[src/rtl/sfifo_reg_prog.sv]
// sfifo_reg_prog: synchronous FIFO with a registered head entry, flush,
// programmable almost-full/almost-empty thresholds and sticky error flags.
// Total capacity is DEPTH array entries plus the output register.

`ifndef RESET_SIG
`define RESET_SIG reset
`endif

module sfifo_reg_prog #(
    parameter int unsigned WIDTH       = 32,
    parameter int unsigned DEPTH_NBITS = 3,
    parameter int unsigned DEPTH       = 1 << DEPTH_NBITS
) (
    input  logic                   clk,
    input  logic                   `RESET_SIG,
    input  logic [WIDTH-1:0]       din,
    input  logic                   wr,
    input  logic                   rd,
    input  logic                   flush,
    input  logic                   err_clr,
    input  logic [DEPTH_NBITS:0]   afull_thr,
    input  logic [DEPTH_NBITS:0]   aempty_thr,
    output logic [WIDTH-1:0]       dout,
    output logic                   empty,
    output logic                   full,
    output logic                   afull,
    output logic                   aempty,
    output logic [DEPTH_NBITS:0]   count,
    output logic [DEPTH_NBITS:0]   ncount,
    output logic                   overflow,
    output logic                   underflow
);

    localparam int unsigned CW  = DEPTH_NBITS + 1;
    localparam int unsigned PW  = DEPTH_NBITS;
    localparam int unsigned CAP = DEPTH + 1;

    logic [WIDTH-1:0] mem [DEPTH];

    logic [WIDTH-1:0] dout_q, dout_d;
    logic             empty_q, empty_d;
    logic             full_q, full_d;
    logic             afull_q, afull_d;
    logic             aempty_q, aempty_d;
    logic [CW-1:0]    count_q, count_d;
    logic             ovf_q, ovf_d;
    logic             udf_q, udf_d;
    logic [PW-1:0]    wptr_q, wptr_d;
    logic [PW-1:0]    rptr_q, rptr_d;
    logic [CW-1:0]    acnt_q, acnt_d;
    logic             mem_we;

    logic             rd_e;
    logic             wr_e;
    logic             arr_empty;
    logic [CW-1:0]    ncount_w;

    // Effective operations after flush and full/empty qualification
    assign rd_e      = rd & ~empty_q & ~flush;
    assign wr_e      = wr & (~full_q | rd_e) & ~flush;
    assign arr_empty = (acnt_q == '0);
    assign ncount_w  = flush ? '0 : (count_q + CW'(wr_e) - CW'(rd_e));

    // Next-state: head register, array pointers, status and sticky errors
    always_comb begin
        dout_d   = dout_q;
        empty_d  = empty_q;
        wptr_d   = wptr_q;
        rptr_d   = rptr_q;
        acnt_d   = acnt_q;
        mem_we   = 1'b0;

        if (flush) begin
            wptr_d  = '0;
            rptr_d  = '0;
            acnt_d  = '0;
            empty_d = 1'b1;
        end else if (rd_e && !arr_empty) begin
            // Refill head from the array; a concurrent write lands in the array
            dout_d = mem[rptr_q];
            rptr_d = rptr_q + PW'(1);
            if (wr_e) begin
                mem_we = 1'b1;
                wptr_d = wptr_q + PW'(1);
            end else begin
                acnt_d = acnt_q - CW'(1);
            end
        end else if (wr_e && (empty_q || rd_e)) begin
            // Bypass: array is empty, write goes straight to the head
            dout_d  = din;
            empty_d = 1'b0;
        end else if (rd_e) begin
            empty_d = 1'b1;
        end else if (wr_e) begin
            mem_we = 1'b1;
            wptr_d = wptr_q + PW'(1);
            acnt_d = acnt_q + CW'(1);
        end

        count_d  = ncount_w;
        full_d   = (ncount_w == CW'(CAP));
        afull_d  = (ncount_w >= afull_thr);
        aempty_d = (ncount_w <= aempty_thr);
        ovf_d    = (ovf_q & ~err_clr) | (wr & full_q & ~rd_e & ~flush);
        udf_d    = (udf_q & ~err_clr) | (rd & empty_q & ~flush);
    end

    // State registers with synchronous reset
    always_ff @(posedge clk) begin
        if (`RESET_SIG) begin
            dout_q   <= '0;
            empty_q  <= 1'b1;
            full_q   <= 1'b0;
            afull_q  <= 1'b0;
            aempty_q <= 1'b1;
            count_q  <= '0;
            ovf_q    <= 1'b0;
            udf_q    <= 1'b0;
            wptr_q   <= '0;
            rptr_q   <= '0;
            acnt_q   <= '0;
        end else begin
            dout_q   <= dout_d;
            empty_q  <= empty_d;
            full_q   <= full_d;
            afull_q  <= afull_d;
            aempty_q <= aempty_d;
            count_q  <= count_d;
            ovf_q    <= ovf_d;
            udf_q    <= udf_d;
            wptr_q   <= wptr_d;
            rptr_q   <= rptr_d;
            acnt_q   <= acnt_d;
        end
    end

    // Storage array write port; contents are not reset
    always_ff @(posedge clk) begin
        if (mem_we) begin
            mem[wptr_q] <= din;
        end
    end

`ifdef SFIFO_DIAG
    // Simulation diagnostics for dropped writes and empty reads
    always_ff @(posedge clk) begin
        if (!`RESET_SIG) begin
            if (wr && full_q && !rd_e && !flush) $error("sfifo_reg_prog: write while full dropped");
            if (rd && empty_q && !flush)         $error("sfifo_reg_prog: read while empty");
        end
    end
`endif

    assign dout      = dout_q;
    assign empty     = empty_q;
    assign full      = full_q;
    assign afull     = afull_q;
    assign aempty    = aempty_q;
    assign count     = count_q;
    assign ncount    = ncount_w;
    assign overflow  = ovf_q;
    assign underflow = udf_q;

endmodule

[config.mk]
export PLATFORM = sky130hd
export DESIGN_NAME = sfifo_reg_prog
export DESIGN_NICKNAME = d
export VERILOG_FILES = /design/src/rtl/sfifo_reg_prog.sv
export SDC_FILE = /design/constraint.sdc
export NUM_CORES = 1
export LEC_CHECK = 0
export CAP_MARGIN = 15
export CELL_PAD_IN_SITES_DETAIL_PLACEMENT = 1
export CELL_PAD_IN_SITES_GLOBAL_PLACEMENT = 1
export CORE_MARGIN = 3
export CORE_UTILIZATION = 56
export CTS_BUF_LIST = sky130_fd_sc_hd__clkbuf_8
export DETAILED_ROUTE_END_ITERATION = 10
export PLACE_DENSITY_LB_ADDON = 0.2
export SKIP_LAST_GASP = 1
export SLEW_MARGIN = 20
export SYNTH_ARGS = -nofsm -noshare
export SYNTH_HDL_FRONTEND = slang
export SYNTH_SLANG_ARGS = --single-unit
export TNS_END_PERCENT = 1
[constraint.sdc]
create_clock -name clk -period 10.75 [get_ports clk]
set_clock_uncertainty 0.1 [all_clocks]
set_input_delay 1.075 -clock clk [delete_from_list [all_inputs] [get_ports clk]]
set_output_delay 1.075 -clock clk [all_outputs]
set_load 0.03 [all_outputs]
==> results by group, run 1 <==
Outcome
  – Status: complete, no violations

Synth
  – Top_reg_cell synth: edfxtp_1
  – Yosys cell types: 50
  – EDFF count, synth: 256
  – Avg Inst Size Synth: 18.1 um2
  – Register area share after synthesis: 0.714
  – FF+latch count, synth: 311
  – Asr flop ratio synth: 0
  – YS warnings: 0
  – Mapped Nets: 747
  – Mapped Area: 12300 um2
  – Mapped Cells: 682

Setup path
  – Critical path required time: 9.58 ns
  – CP arrival: 4.37 ns
  – Critical Path Sink Type: output port
  – Crit Path Max Fanout: 14
  – Worst r2r src: acnt_q[0]$_SDFFE_PP0P_
  – Crit start category: input pin
  – Critical path class: input pin to output port
  – Worst Setup SP: flush

Floorplan
  – Core Region: 21300 um2
  – Die footprint: 23800 um2
  – Chip height: 154 um
  – Initial Util: 0.578
  – Boundary pin count: 92
  – Width of the chip: 154 um
  – Rows: 53

GRT
  – Largest net degree at the start of global routing: 39
  – Initial antenna violation count: 0
  – Tot GR Track Use: 0.260
  – Grt ovf: 0
  – Vias in the first global route: 7698
  – First-pass GRT wire length: 46700 um

Final layout
  – Share of layout cells above drive strength 1: 0.230
  – Nets: 868
  – Antenna Cells: 0
  – Synth-to-layout area growth: 17.5%
  – Fill count: 1863
  – Fin cells: 1117

Clock tree
  – Num CTS Buffers: 49
  – Clock H-tree levels: 2
  – # hold bufs at CTS: 0
  – Buffers inserted by post-CTS timing repair: 0
  – CTS resizes: 0
  – Clock transition at path regs: 0.06 ns
  – TritonCTS clock tree: yes
  – Clk_lat worst skew: 0.57 ns
  – CTS Sinks: 311
  – Clock Root Buffer: clkbuf_8
  – Clock Tree Buf Depth: 3

Routing
  – Total Wirelength: 30500 um
  – DR WL/cell: 27.3 um
  – Total number of vias: 6970
  – Vias per Instance: 6.24
  – Residual DRC: 0
  – Antenna Violating Nets Remaining: 0
  – Iteration-0 DRC Markers: 544
  – DR pass1 iterations: 5

Timing
  – Setup_tns: 0 ns
  – Slew Limit Fails: 0
  – Max-slew headroom: 0.216
  – Fin crit share: 0.515
  – Final setup fails: 0
  – Worst-Margin Slew: 1.17 ns
  – Post-route minimum period: 5.54 ns
  – RSZ-0062 raised after global routing: no
  – Fmax: 180 MHz
  – Final Hold Vio Count: 0

Worst hold path
  – Hold_sp: dout[10]$_SDFFE_PP0P_
  – Hold crit path type: flop to flop

Pwr
  – Logic pwr share: 0.046
  – Leakage power total: 4.67 nW
  – Max VDD drop: 0.000118 V
  – Switching power: 0.523 mW
  – Int Power: 1.82 mW
  – Total power: 2.34 mW
  – Pwr dens: 162 nW/um2
  – Seq pwr share: 0.564
  – Clk pwr share: 0.390
  – Switching part of the total power: 0.224

Place
  – # port buffers: 91
  – DP HPWL: 16700 um
  – Placed insts: 1026
  – Gpl congestion: 0.830

Run
  – Max_cap viols: 0
[critical path: stages]
cell and delay, ns:
clkdlybuf4s50_1 0.65, or3b_1 0.58, inv_2 0.15, ha_1 0.13
inv_1 0.04, ha_1 0.20, fa_1 0.51, inv_1 0.07
nor2_1 0.22, clkdlybuf4s50_1 0.73
[path summary, 6_finish.rpt]
kind	endpoint	slack (ns)	cells after the start
setup / recovery	ncount[1]	5.21	10
hold / removal	dout[10]$_SDFFE_PP0P_	0.37	2
hold reg to reg	dout[10]$_SDFFE_PP0P_	0.37	2
setup reg to reg	mem[6][12]$_DFFE_PP_	7.16	5
[per-stage QoR]
step                      hold slack [ns]  utilization  worst slack, ns  cell area (um2)
after global routing                0.385        0.680             4.98            14500
after detailed placement            0.361        0.638             5.21            13600
after floorplan                     0.354            -             4.90            12300
after CTS                           0.370        0.679             5.21            14500
final                               0.367        0.680             5.21            14500
after global placement              0.348        0.638             5.33            13600
[power by group through the flow]
stage	Combinational, mW	Clock, mW	Sequential [mW]
final	0.107	0.912	1.32
after CTS	0.108	0.929	1.32
after global routing	0.115	0.981	1.32
after detailed placement	0.106	0	1.34
after floorplan	0.0327	0	1.36
after global placement	0.100	0	1.34
[routing by layer]
metal	track usage	part of all wire
met5	0	0
met4	0.0866	0.024
met3	0.0464	0.063
met2	0.450	0.52
met1	0.338	0.40
[cells in the mapped netlist (6+ instances only)]
master	count	area (um2)
edfxtp_1	256	7690
mux4_2	64	1440
dfxtp_1	55	1100
nand2_1	41	154
a21oi_1	39	195
a211oi_1	33	248
o22ai_2	30	375
clkbuf_1	20	75.1
nor2_1	20	75.1
inv_1	19	71.3
ha_1	17	213
buf_2	11	55.1
xnor2_1	7	61.3
buf_4	6	45.0
[layout by cell type, fill, tap and decap left out, types with 7 or more instances in the layout]
| cell | netlist | routed |
|---|---|---|
| o22ai_2 | 30 | 30 |
| ha_1 | 17 | 17 |
| mux4_2 | 64 | 64 |
| clkbuf_8 | 0 | 54 |
| edfxtp_1 | 256 | 256 |
| clkdlybuf4s50_1 | 0 | 90 |
| dfxtp_1 | 55 | 53 |
| nor2_1 | 20 | 20 |
| buf_4 | 6 | 19 |
| a21oi_1 | 39 | 38 |
| a211oi_1 | 33 | 33 |
| nand2_1 | 41 | 41 |
| xnor2_1 | 7 | 7 |
| inv_1 | 19 | 47 |
[cell families after synthesis]
group | synth area share
adder cells (fa/ha/maj) | 0.0205
buffers and inverters | 0.0237
AO/OA/AOI/OAI | 0.0797
AND/OR/NAND/NOR | 0.0380
multiplexers | 0.118
XOR/XNOR | 0.00640
flip-flops | 0.714
[cell type report]
cell class	count	area, um2	area share
clock buffer	54	743	0.0514
clock inverter	36	145	0.0100
inverter	21	78.8	0.00545
multi-input combinational	309	3310	0.229
sequential	311	8790	0.608
tap	275	344	0.0238
timing repair buffer	111	1060	0.0732
[registers in the layout, summed over array words and instances, names as in the netlist, named ones only]
signal	cells
acnt_q	4
aempty	1
afull	1
count	4
dout	32
empty	1
full	1
mem	256
overflow	1
rptr_q	3
underflow	1
wptr_q	3
(Power assumes the default switching activity.)
==> run 2: changes to the inputs <==
--- a/config.mk
+++ b/config.mk
@@ -9,7 +9,7 @@
 export CELL_PAD_IN_SITES_DETAIL_PLACEMENT = 1
 export CELL_PAD_IN_SITES_GLOBAL_PLACEMENT = 1
 export CORE_MARGIN = 3
-export CORE_UTILIZATION = 56
+export CORE_UTILIZATION = 47
 export CTS_BUF_LIST = sky130_fd_sc_hd__clkbuf_8
 export DETAILED_ROUTE_END_ITERATION = 10
 export PLACE_DENSITY_LB_ADDON = 0.2
==> constraint.sdc (replaced) <==
create_clock -name clk -period 4.7 [get_ports clk]
set_clock_uncertainty 0.1 [all_clocks]
set_input_delay 0.47 -clock clk [delete_from_list [all_inputs] [get_ports clk]]
set_output_delay 0.47 -clock clk [all_outputs]
set_load 0.03 [all_outputs]
==> run 2 against run 1 <==
Clock power up 130%. Final area rose by 0.88%. Sequential power up 130%. Die area up 18%. Setup slack worse by 4.7 ns. Non-clock buffer count rose by 3. Via count is 3.8% lower. Register-to-register slack worse by 5.9 ns. Largest cell class unchanged.
==> results by group, run 2 (synthesis gave the netlist of run 1 again) <==
Pwr
  – Max VDD drop: 0.000201 V
  – Leakage power total: 4.67 nW
  – Pwr dens: 365 nW/um2
  – Total power: 5.33 mW

Setup path
  – Crit start category: input pin
  – Critical Path Sink Type: output port
  – Critical path class: input pin to output port
  – CP arrival: 3.66 ns
  – Worst r2r src: acnt_q[0]$_SDFFE_PP0P_
  – Critical path required time: 4.13 ns
  – R2R cell count: 5
  – FF-to-FF setup slack: 1.28 ns
  – Worst R2R End: mem[2][14]$_DFFE_PP_
  – Crit Path Max Fanout: 8

Clock tree
  – CTS Sinks: 311
  – Clk_lat worst skew: 0.55 ns
  – Clock transition at path regs: 0.05 ns
  – Clock Tree Buf Depth: 3
  – Clock Root Buffer: clkbuf_8
  – # hold bufs at CTS: 0
  – Clock H-tree levels: 2
  – Num CTS Buffers: 50
  – TritonCTS clock tree: yes
  – CTS resizes: 0
  – Buffers inserted by post-CTS timing repair: 0

GRT
  – Tot GR Track Use: 0.201
  – First-pass GRT wire length: 43700 um
  – Initial antenna violation count: 1
  – Largest net degree at the start of global routing: 52
  – Grt ovf: 0
  – Vias in the first global route: 7497

Timing
  – Fin crit share: 0.900
  – Final setup fails: 0
  – Slew Limit Fails: 0
  – Setup_tns: 0 ns
  – RSZ-0062 raised after global routing: no
  – Fmax: 237 MHz
  – Final Hold Vio Count: 0
  – Max-slew headroom: 0.284
  – Worst-Margin Slew: 1.07 ns
  – Post-route minimum period: 4.23 ns

Final layout
  – Final Core Density: 0.573
  – Top reg by flops: mem
  – Nets: 872
  – Fin cells: 1178
  – Share of layout cells above drive strength 1: 0.234
  – Max FFs per register: 256
  – Synth-to-layout area growth: 18.6%
  – Fill count: 2334
  – Most frequent cells in the layout: edfxtp_1, clkdlybuf4s50_1, mux4_2, clkbuf_8, dfxtp_1
  – Commonest non-fill, non-tap cell in the layout: edfxtp_1

Worst hold path
  – Hold EP: dout[6]$_SDFFE_PP0P_
  – Hold_sp: dout[6]$_SDFFE_PP0P_
  – Min-Delay Path Depth: 2
  – Hold crit path type: flop to flop

Floorplan
  – Initial Util: 0.483
  – Width of the chip: 168 um
  – Die footprint: 28200 um2
  – Boundary pin count: 92
  – Chip height: 168 um
  – Rows: 58
  – Core Region: 25500 um2

Routing
  – DR WL/cell: 24.0 um
  – Total number of vias: 6704
  – Vias per Instance: 5.69
  – Antenna Violating Nets Remaining: 0
  – DR pass1 iterations: 7
  – Residual DRC: 0
  – Total Wirelength: 28300 um
  – Iteration-0 DRC Markers: 587

Place
  – DP HPWL: 16500 um
  – Placed insts: 1084
  – Gpl congestion: 0.798
  – # port buffers: 91

Outcome
  – Status: complete, no violations

Run
  – Max_cap viols: 0
==> run 2: changes by cell type in the layout (fill, tap and decap cells not counted) <==
cell	previous run	this run
diode_2	0	1
inv_1	47	39
buf_6	1	0
buf_4	19	22
buf_16	0	1
clkbuf_8	54	55
clkinv_1	3	12
==> run 2: per-layer routing <==
metal / routed length (um) / GRT usage / vias up / share of wire
li1: - / - / 2993 / -
met3: 1240 / 0.0362 / 33 / 0.044
met4: 407 / 0.0498 / 0 / 0.014
met5: 0 / 0 / - / 0
met1: 11600 / 0.255 / 3511 / 0.41
met2: 15000 / 0.362 / 167 / 0.53
==> run 2: worst max path at each step <==
| stage | startpoint | end | slack, ns |
|---|---|---|---|
| 2_1_floorplan | empty$_SDFFE_PP1P_ | mem[0][0]$_DFFE_PP_ | -0.64 |
| 4_1_cts | rd | ncount[2] | 0.47 |
| 6_report | rd | ncount[2] | 0.47 |
| 3_3_place_gp | rd | ncount[2] | 0.59 |
| 5_1_grt | rd | ncount[3] | 0.32 |
| 3_5_place_dp | rd | ncount[3] | 0.47 |
==> run 2: area by class of cell <==
type | instances | area [um2] | area share
inverter | 21 | 78.8 | 0.00540
antenna | 1 | 2.50 | 0.000171
tap | 330 | 413 | 0.0283
sequential | 311 | 8790 | 0.602
clock buffer | 55 | 757 | 0.0519
clock inverter | 37 | 149 | 0.0102
multi-input combinational | 309 | 3310 | 0.227
timing repair buffer | 114 | 1100 | 0.0752
==> run 2: power by group <==
group          leakage [nW]  internal, mW  switching, mW  total (mW)
combinational          1.38        0.0973          0.144       0.241
sequential             2.75          3.00         0.0115        3.01
clock                 0.541          1.07           1.00        2.07
==> run 2: worst max-delay path, cell delays in order <==
cell             delay, ns
clkdlybuf4s50_1       0.60
or3b_1                0.49
inv_2                 0.15
ha_1                  0.14
inv_1                 0.04
ha_1                  0.20
fa_1                  0.41
xnor2_1               0.18
nor2_1                0.24
clkdlybuf4s50_1       0.72
==> run 2: per-stage QoR <==
step | cell area (um2) | hold WS [ns] | setup slack (ns)
floorplan | 12300 | 0.354 | -0.643
global placement | 13700 | 0.348 | 0.586
detailed placement | 13700 | 0.357 | 0.474
CTS | 14600 | 0.368 | 0.472
global route | 14600 | 0.386 | 0.316
finish | 14600 | 0.362 | 0.472
==> run 3: changes to the inputs <==
--- a/config.mk
+++ b/config.mk
@@ -5,11 +5,12 @@
 export SDC_FILE = /design/constraint.sdc
 export NUM_CORES = 1
 export LEC_CHECK = 0
+export ABC_AREA = 0
 export CAP_MARGIN = 15
 export CELL_PAD_IN_SITES_DETAIL_PLACEMENT = 1
 export CELL_PAD_IN_SITES_GLOBAL_PLACEMENT = 1
 export CORE_MARGIN = 3
-export CORE_UTILIZATION = 47
+export CORE_UTILIZATION = 46
 export CTS_BUF_LIST = sky130_fd_sc_hd__clkbuf_8
 export DETAILED_ROUTE_END_ITERATION = 10
 export PLACE_DENSITY_LB_ADDON = 0.2
==> run 3 against run 2 <==
Global-route usage is 0.61 points higher. Combinational power hardly changed. Clock power is 9.7% higher. Critical endpoint unchanged. Highest routed layer unchanged. Sequential share of layout area is 0.35 points lower.
==> results by group, run 3 (synthesis gave the netlist of run 1 again) <==
Outcome
  – Status: complete, no violations

Routing
  – Iteration-0 DRC Markers: 467
  – Residual DRC: 0
  – DR pass1 iterations: 5
  – Antenna Violating Nets Remaining: 0
  – Vias per Instance: 5.78
  – Total number of vias: 6847
  – DR WL/cell: 24.7 um
  – Total Wirelength: 29200 um

Clock tree
  – # hold bufs at CTS: 0
  – TritonCTS clock tree: yes
  – Clock Tree Buf Depth: 3
  – Clock H-tree levels: 2
  – Clock Root Buffer: clkbuf_8
  – Clock transition at path regs: 0.06 ns
  – CTS resizes: 0
  – Num CTS Buffers: 51
  – CTS Sinks: 311
  – Buffers inserted by post-CTS timing repair: 0
  – Clk_lat worst skew: 0.58 ns

Place
  – Dpl ws: 0.428 ns
  – DP HPWL: 16700 um
  – # port buffers: 91
  – Gpl congestion: 0.759

Timing
  – Worst-Margin Slew: 0.989 ns
  – Slew Limit Fails: 0
  – Fin crit share: 0.912
  – Final setup fails: 0
  – Final Hold Vio Count: 0
  – Max-slew headroom: 0.341
  – RSZ-0062 raised after global routing: no
  – Worst setup slack after layout: 0.413 ns
  – Post-route minimum period: 4.29 ns
  – Fmax: 233 MHz

Floorplan
  – Boundary pin count: 92
  – Rows: 59
  – Die footprint: 28800 um2
  – Chip height: 170 um
  – Width of the chip: 170 um
  – Initial Util: 0.470
  – Core Region: 26200 um2

Pwr
  – Seq pwr share: 0.546
  – Clk pwr share: 0.410
  – Pwr dens: 376 nW/um2
  – Int Power: 4.31 mW
  – Leakage power total: 4.70 nW
  – Total power: 5.52 mW
  – Switching part of the total power: 0.219
  – Logic pwr share: 0.044
  – Max VDD drop: 0.000264 V
  – Switching power: 1.21 mW

GRT
  – Largest net degree at the start of global routing: 47
  – Initial antenna violation count: 0
  – First-pass GRT wire length: 45400 um
  – Tot GR Track Use: 0.208
  – Grt ovf: 0
  – Vias in the first global route: 7609

Final layout
  – Commonest non-fill, non-tap cell in the layout: edfxtp_1
  – Share of layout cells above drive strength 1: 0.249
  – Antenna Cells: 0
  – Final Core Density: 0.560
  – Nets: 873
  – Top reg by flops: mem
  – Max FFs per register: 256
  – Synth-to-layout area growth: 19.3%
  – Most frequent cells in the layout: edfxtp_1, clkdlybuf4s50_1, mux4_2, clkbuf_8, dfxtp_1

Setup path
  – Critical Path Sink Type: output port
  – Critical path class: input pin to output port
  – Critical path required time: 4.13 ns
  – Worst Setup SP: rd
  – Critical Path End: ncount[2]
  – R2R cell count: 14
  – Worst R2R End: aempty$_SDFF_PP1_
  – Crit Path Max Fanout: 8
  – FF-to-FF setup slack: 1.36 ns
  – Crit start category: input pin
  – CP arrival: 3.72 ns
  – Worst r2r src: empty$_SDFFE_PP1P_

Worst hold path
  – Hold crit path type: flop to flop
  – Hold_sp: dout[13]$_SDFFE_PP0P_

Run
  – Max_cap viols: 0
## run 3: worst min path at each step
stage / endpoint / slack (ns) / cells past startpoint
after global routing: dout[21]$_SDFFE_PP0P_ / 0.39 / 2
after CTS: dout[10]$_SDFFE_PP0P_ / 0.37 / 2
after detailed placement: dout[10]$_SDFFE_PP0P_ / 0.36 / 2
after floorplan: flop / 0.35 / 2
final: dout[13]$_SDFFE_PP0P_ / 0.36 / 2
after global placement: dout[8]$_SDFFE_PP0P_ / 0.35 / 2
## run 3: final cells by class
type | count | area [um2]
well taps | 335 | 419
clock buffers | 63 | 867
clock inverters | 31 | 140
flip-flops and latches | 311 | 8790
multi-input cells | 309 | 3310
fillers | 2374 | 11500
inverters | 21 | 78.8
repair buffers | 114 | 1080
## run 3: through the flow
stage          hold WS, ns  area, um2  setup TNS, ns  instances
2_1_floorplan        0.354      12300         -68.16        682
3_3_place_gp         0.349      13700              0       1090
3_5_place_dp         0.358      13700              0       1090
4_1_cts              0.366      14700              0       1184
5_1_grt              0.391      14700              0       1184
6_report             0.362      14700              0       1184
## run 3: worst max-delay path, stage by stage
cell	delay, ns
clkdlybuf4s50_1	0.62
or3b_1	0.51
inv_2	0.15
ha_1	0.13
inv_1	0.04
ha_1	0.21
fa_1	0.43
xnor2_1	0.18
nor2_1	0.23
clkdlybuf4s50_1	0.72
## run 3: metal layers
layer / global-route usage / up-vias / wire, um
met2: 0.362 / 232 / 14800
met5: 0 / - / 0
li1: - / 2998 / -
met1: 0.271 / 3564 / 12200
met3: 0.0366 / 53 / 1660
met4: 0.0558 / 0 / 508
## run 3: power groups by stage
stage / Combinational [mW] / Clock [mW] / Sequential [mW]
2_1_floorplan: 0.0747 / 0 / 3.10
3_3_place_gp: 0.234 / 0 / 3.07
3_5_place_dp: 0.243 / 0 / 3.07
4_1_cts: 0.244 / 2.34 / 3.02
5_1_grt: 0.262 / 2.46 / 3.02
6_report: 0.242 / 2.27 / 3.02
